<file path="src/rtl/frase_sequencer_pkg.sv">
// Shared types for the note-sequence classifier sequencer.
package frase_sequencer_pkg;

  localparam int CNT_W = 8;

  // Result class as reported by the classifier (cls_tipo encoding)
  typedef enum logic [1:0] {
    TIPO_ERR  = 2'b00,
    TIPO_ADJ  = 2'b01,
    TIPO_COMP = 2'b10,
    TIPO_ADV  = 2'b11
  } tipo_e;

  typedef enum logic [3:0] {
    ST_IDLE,
    ST_CLEAR,
    ST_ISSUE,
    ST_GAP,
    ST_CHECK,
    ST_TERM,
    ST_WAIT,
    ST_CAPTURE,
    ST_REPORT
  } state_e;

endpackage

</file>
<file path="src/rtl/frase_sequencer_note_fifo.sv">
// Synchronous note FIFO with flush; storage itself is not reset.
module frase_sequencer_note_fifo #(
  parameter int DEPTH = 8,
  parameter int WIDTH = 4
) (
  input  logic             clk,
  input  logic             reset,
  input  logic             push,
  input  logic             pop,
  input  logic             flush,
  input  logic [WIDTH-1:0] din,
  output logic [WIDTH-1:0] dout,
  output logic             full,
  output logic             empty
);

  localparam int AW = $clog2(DEPTH);

  logic [WIDTH-1:0] mem [DEPTH];
  logic [AW-1:0]    wr_ptr;
  logic [AW-1:0]    rd_ptr;
  logic [AW:0]      count;
  logic             do_push;
  logic             do_pop;

  assign full    = (count == (AW+1)'(DEPTH));
  assign empty   = (count == '0);
  assign dout    = mem[rd_ptr];
  assign do_push = push & ~full;
  assign do_pop  = pop & ~empty;

  // Note storage, written on accepted push
  always_ff @(posedge clk) begin
    if (do_push) mem[wr_ptr] <= din;
  end

  // Pointer and occupancy bookkeeping; flush empties the queue
  always_ff @(posedge clk) begin
    if (!reset || flush) begin
      wr_ptr <= '0;
      rd_ptr <= '0;
      count  <= '0;
    end else begin
      if (do_push) wr_ptr <= (wr_ptr == AW'(DEPTH-1)) ? '0 : wr_ptr + 1'b1;
      if (do_pop)  rd_ptr <= (rd_ptr == AW'(DEPTH-1)) ? '0 : rd_ptr + 1'b1;
      case ({do_push, do_pop})
        2'b10:   count <= count + 1'b1;
        2'b01:   count <= count - 1'b1;
        default: count <= count;
      endcase
    end
  end

endmodule

</file>
<file path="src/rtl/frase_sequencer.sv">
// Buffers one word of notes, replays it to the classifier and reports its class.
module frase_sequencer
  import frase_sequencer_pkg::*;
#(
  parameter int FIFO_DEPTH = 8,
  parameter int NOTE_W     = 4,
  parameter int OK_GAP     = 2,   // idle cycles after each cls_ok, must be >= 2
  parameter int TIMEOUT    = 16
) (
  input  logic              clk,
  input  logic              reset,
  input  logic              note_valid,
  input  logic [NOTE_W-1:0] note_in,
  output logic              note_ready,
  input  logic              word_end,
  output logic              cls_reset,
  output logic              cls_ok,
  output logic [NOTE_W-1:0] cls_nota,
  input  logic              cls_fim,
  input  logic [1:0]        cls_tipo,
  output logic              busy,
  output logic              res_valid,
  output logic [1:0]        res_tipo,
  output logic [3:0]        res_len,
  output logic [CNT_W-1:0]  cnt_adj,
  output logic [CNT_W-1:0]  cnt_comp,
  output logic [CNT_W-1:0]  cnt_adv,
  output logic [CNT_W-1:0]  cnt_err
);

  localparam int TMR_W = $clog2(TIMEOUT + OK_GAP + 2);

  state_e            state;
  state_e            next_state;
  logic [TMR_W-1:0]  timer;
  logic [3:0]        len;
  logic              ovf;
  logic              term_sent;
  logic              fifo_full;
  logic              fifo_empty;
  logic              push;
  logic              pop;
  logic              flush;
  logic              drop;
  logic              word_empty;
  logic              ovf_now;
  logic [NOTE_W-1:0] head;

  function automatic logic [CNT_W-1:0] sat_inc(input logic [CNT_W-1:0] v);
    return (v == '1) ? v : v + 1'b1;
  endfunction

  // A note arriving together with word_end still belongs to the word, so the
  // IDLE decision looks at the post-push length and post-drop overflow.
  assign note_ready = (state == ST_IDLE) & ~fifo_full;
  assign push       = note_valid & note_ready;
  assign drop       = note_valid & (state == ST_IDLE) & fifo_full;
  assign word_empty = (len == '0) & ~push;
  assign ovf_now    = ovf | drop;
  assign pop        = (next_state == ST_ISSUE);
  assign flush      = (state == ST_CAPTURE) | (state == ST_REPORT);

  assign busy      = (state != ST_IDLE);
  assign cls_reset = ~reset | (state == ST_CLEAR);
  assign cls_ok    = (state == ST_ISSUE) | (state == ST_TERM);
  assign res_valid = (state == ST_REPORT);

  frase_sequencer_note_fifo #(
    .DEPTH (FIFO_DEPTH),
    .WIDTH (NOTE_W)
  ) u_fifo (
    .clk   (clk),
    .reset (reset),
    .push  (push),
    .pop   (pop),
    .flush (flush),
    .din   (note_in),
    .dout  (head),
    .full  (fifo_full),
    .empty (fifo_empty)
  );

  // State register and per-state cycle timer (restarts on every transition)
  always_ff @(posedge clk) begin
    if (!reset) begin
      state <= ST_IDLE;
      timer <= '0;
    end else begin
      state <= next_state;
      timer <= (next_state != state) ? '0 : timer + 1'b1;
    end
  end

  // Next-state logic; CHECK is the last idle cycle of each note gap
  always_comb begin
    next_state = state;
    case (state)
      ST_IDLE: begin
        if (word_end) begin
          if (ovf_now)          next_state = ST_REPORT;
          else if (!word_empty) next_state = ST_CLEAR;
        end
      end
      ST_CLEAR:   if (timer == TMR_W'(1)) next_state = ST_ISSUE;
      ST_ISSUE:   next_state = ST_GAP;
      ST_GAP:     if (timer == TMR_W'(OK_GAP - 2)) next_state = ST_CHECK;
      ST_CHECK: begin
        if (cls_fim)          next_state = ST_CAPTURE;
        else if (!fifo_empty) next_state = ST_ISSUE;
        else if (!term_sent)  next_state = ST_TERM;
        else                  next_state = ST_WAIT;
      end
      ST_TERM:    next_state = ST_GAP;
      ST_WAIT: begin
        if (cls_fim)                      next_state = ST_CAPTURE;
        else if (timer == TMR_W'(TIMEOUT)) next_state = ST_REPORT;
      end
      ST_CAPTURE: next_state = ST_REPORT;
      ST_REPORT:  next_state = ST_IDLE;
      default:    next_state = ST_IDLE;
    endcase
  end

  // Word bookkeeping: length, sticky overflow, terminator-sent flag
  always_ff @(posedge clk) begin
    if (!reset || state == ST_REPORT) begin
      len       <= '0;
      ovf       <= 1'b0;
      term_sent <= 1'b0;
    end else begin
      if (push)              len       <= len + 4'd1;
      if (drop)              ovf       <= 1'b1;
      if (state == ST_TERM)  term_sent <= 1'b1;
    end
  end

  // Classifier note register and result registers, loaded on state entry
  always_ff @(posedge clk) begin
    if (!reset) begin
      cls_nota <= '0;
      res_tipo <= TIPO_ERR;
      res_len  <= '0;
    end else begin
      if (next_state == ST_ISSUE) cls_nota <= head;
      if (next_state == ST_TERM)  cls_nota <= '0;
      if (next_state == ST_REPORT) begin
        res_tipo <= (state == ST_CAPTURE) ? cls_tipo : TIPO_ERR;
        res_len  <= len;
      end
    end
  end

  // Saturating per-class statistics, bumped once per reported word
  always_ff @(posedge clk) begin
    if (!reset) begin
      cnt_adj  <= '0;
      cnt_comp <= '0;
      cnt_adv  <= '0;
      cnt_err  <= '0;
    end else if (state == ST_REPORT) begin
      case (res_tipo)
        TIPO_ADJ:  cnt_adj  <= sat_inc(cnt_adj);
        TIPO_COMP: cnt_comp <= sat_inc(cnt_comp);
        TIPO_ADV:  cnt_adv  <= sat_inc(cnt_adv);
        default:   cnt_err  <= sat_inc(cnt_err);
      endcase
    end
  end

endmodule

</file>
<file path="config.mk">
export PLATFORM = sky130hd
export DESIGN_NAME = frase_sequencer
export DESIGN_NICKNAME = d
export VERILOG_FILES = /design/src/rtl/frase_sequencer_pkg.sv /design/src/rtl/frase_sequencer_note_fifo.sv /design/src/rtl/frase_sequencer.sv
export SDC_FILE = /design/constraint.sdc
export NUM_CORES = 1
export LEC_CHECK = 0
export BUFFER_PORTS_ARGS = -buffer_cell sky130_fd_sc_hd__buf_2
export CAP_MARGIN = 20
export CORE_MARGIN = 2
export CORE_UTILIZATION = 58
export DETAILED_ROUTE_END_ITERATION = 10
export PLACE_DENSITY = 0.84
export SLEW_MARGIN = 20
export SYNTH_ARGS = -nofsm -noshare
export SYNTH_HDL_FRONTEND = slang
export SYNTH_SLANG_ARGS = --single-unit
</file>
<file path="constraint.sdc">
create_clock -name clk -period 3.85 [get_ports clk]
set_clock_uncertainty 0.05 [all_clocks]
set_input_delay 0.1925 -clock clk [delete_from_list [all_inputs] [get_ports clk]]
set_output_delay 0.1925 -clock clk [all_outputs]
set_load 0.01 [all_outputs]
</file>
==> reports/qor.yml <==
synthesis:
  yosysSeqAreaShare_pct: 48.1
  synth_common_cells: "dfxtp_1 (67), edfxtp_1 (32), nand2_1 (32)"
  yosys-top-cells-area: "dfxtp_1 (28%), edfxtp_1 (20%), ha_1 (4.2%)"
  yosysTopAreaCellShare_pct: 28.0
  ys_ff_latch: 99
  syn_nets: 468
  async_reset_ff_share_pct: 0
  synth_top_cell_by_area: "dfxtp_1"
  synth_edf_count: 32
  synth-main-ff-cell: "dfxtp_1"
  yosysMostFrequentCell: "dfxtp_1"
  yosys_warnings: 0
  synth_area_um2: 4790
  synth_cells: 440
  synthDistinctLibCells: 65
  avgSynthCellArea_um2: 10.9
detailed_routing:
  postRouteAntennaNets: 0
  vias_per_cell: 5.67
  drcViolationCount: 0
  drtIter0Drc: 264
  vias: 3416
  wl_per_cell_um: 15.3
  drtPass1Iterations: 4
  drt-total-wl_mm: 9.22
sta:
  finalMaxSlewViolations: 0
  setup_violations: 0
  finalHoldViolCount: 0
  relSlewSlack_pct: 29.4
  fin_crit_sh_pct: 86.9
  hold_slack_ps: 44.4
  clock.fmax_mhz: 299
  rsz0062_at_grt: "false"
  min_period_ps: 3350
  totalNegativeSetupSlack_ps: 0
  worst_pin_slew_ps: 1050
place:
  place_congestion: 0.932
  dp_hpwl_mm: 6.71
  dp.cells: 587
  io_buffers: 57
pwr:
  cellPowerDensity_nw_per_um2: 432
  p_leak_nw: 2.18
  vdd_drop_max_mv: 0.250
layout:
  fin_util_pct: 65.9
  fin_cells: 603
  nets: 521
  drive_gt1_share_pct: 20.1
  areaGrowthSynthToFinish_pct: 11.4
  diodes: 0
hold_path:
  hp-class: "input pin to flip-flop"
  whs_path_depth: 1
grt:
  grtUsageTotal_pct: 21.8
  antenna_found_initial: 0
  grt_first_pass_wirelength_mm: 15.3
  overflow: 0
  grt_pass1_vias: 3200
  grt_max_degree: 32
critical_path:
  worst_ep_arrival_time_ps: 3600
  crit_path_end_kind: "flip-flop"
  reg2regPathDepth: 13
  critPathMaxFanout: 7
  crit_type: "flip-flop to flip-flop"
  required_ps: 4110
  cp-start-kind: "flip-flop"
clock_network:
  cts_htree_levels: 3
  clk_pin_slew_ps: 110
  post_cts_buffers: 0
  numCtsBuffers: 9
  ctsResizeCount: 0
  hold_buffers: 0
  clk_latency_ps: 370
  cts.sinks: 99
  cts_root_buf: "clkbuf_8"
  cts_buffer_depth: 2
  tritoncts: "yes"
floorplanning:
  num_io_pins: 58
  fp.dieArea_um2: 8990
  core_um2: 8090
  rows: 33
  die_w_um: 94.8
  die_h_um: 94.8
  start_util_pct: 59.1
flow_run:
  drv_cap: 0
status:
  status: "finished clean"
==> registers in the layout, summed over array words and instances, names as in the netlist, 2 cells and up <==
| signal | cells |
|---|---|
| len | 4 |
| u_fifo.mem | 32 |
| u_fifo.wr_ptr | 3 |
| u_fifo.count | 4 |
| cnt_adv | 8 |
| res_len | 4 |
| cnt_comp | 8 |
| cnt_adj | 8 |
| state | 4 |
| timer | 5 |
| cnt_err | 8 |
| u_fifo.rd_ptr | 3 |
| cls_nota | 4 |
| res_tipo | 2 |
==> through the flow <==
step / worst slack [ps] / power [W] / area (um^2)
final: 504 / 0.00230 / 5330
after global routing: 217 / 0.00242 / 5330
after CTS: 521 / 0.00232 / 5330
after detailed placement: 561 / 0.00165 / 5130
after global placement: 639 / 0.00163 / 5130
after floorplan: 827 / 0.00155 / 4790
==> cell usage in the layout (no fill, tap or decap), types with 2 or more instances in the layout <==
cell	instances
dfxtp_1	67
buf_2	57
nand2_1	32
edfxtp_1	32
nor2_1	27
and2_1	22
xor2_1	21
mux2i_1	16
ha_1	16
inv_1	15
nand3_1	14
a21oi_1	12
nor3_1	11
nand4_1	11
nor2b_1	10
xnor2_1	10
clkbuf_8	9
nor4_1	8
nand2b_1	8
o21ai_0	8
mux4_2	8
a21boi_0	6
nand3b_1	5
nor4b_1	5
o31ai_1	5
and3_1	4
nor3b_1	4
nand4b_1	4
or3_1	4
a31oi_1	3
inv_8	3
or4b_1	2
nor4b_4	2
a22oi_1	2
inv_6	2
buf_4	2
==> critical path: stages (launching register included) <==
cell     delay, ps
dfxtp_1        410
ha_1           170
nor4b_1        330
or4b_1         530
nand3_2        170
nand3_1        200
inv_1          110
ha_1           200
ha_1           240
a21o_1         180
a21oi_1        170
xnor2_1         90
or3_1          310
a21oi_1        140
==> logic make-up (layout without fill, tap and decap cells) <==
kind of cell | after synthesis | after routing | synth area share, %
flip-flops | 99 | 99 | 48.1
buffers and inverters | 33 | 91 | 3.11
adder cells (fa/ha/maj) | 17 | 17 | 4.60
AND/OR/NAND/NOR | 185 | 185 | 23.4
multiplexers | 24 | 24 | 7.11
XOR/XNOR | 31 | 31 | 5.67
AO/OA/AOI/OAI | 51 | 51 | 8.00
==> layer usage <==
metal / wire [um] / up-vias / part of all wire (%) / track usage, %
met5: 0 / - / 0 / 0
met4: 93 / 0 / 1.0 / 6.28
met3: 415 / 9 / 4.5 / 4.63
met2: 4490 / 89 / 49 / 36.3
met1: 4220 / 1611 / 46 / 28.6
li1: - / 1707 / - / -
==> where the power goes <==
part           internal, W  switching [W]  leakage [nW]
clock network     0.000260       0.000405         0.103
registers          0.00114      0.0000800         0.831
logic             0.000175       0.000243          1.24
==> area by class of cell <==
cell class / count / area, um^2
Clock buffer: 9 / 124
Clock inverter: 7 / 76.3
Fill cell: 622 / 2760
Inverter: 16 / 62.6
Multi-Input combinational cell: 308 / 2330
Sequential cell: 99 / 2300
Tap cell: 105 / 131
Timing Repair Buffer: 59 / 300
==> final timing paths <==
path          startpoint                to  slack [ps]
min reg2reg  cls_nota[2]       cls_nota[2]         410
max reg2reg     timer[0]   u_fifo.count[3]         500
max             timer[0]   u_fifo.count[3]         500
min           note_in[1]  u_fifo.mem[5][1]          40
No activity file was read; power rests on OpenSTA's default activity.
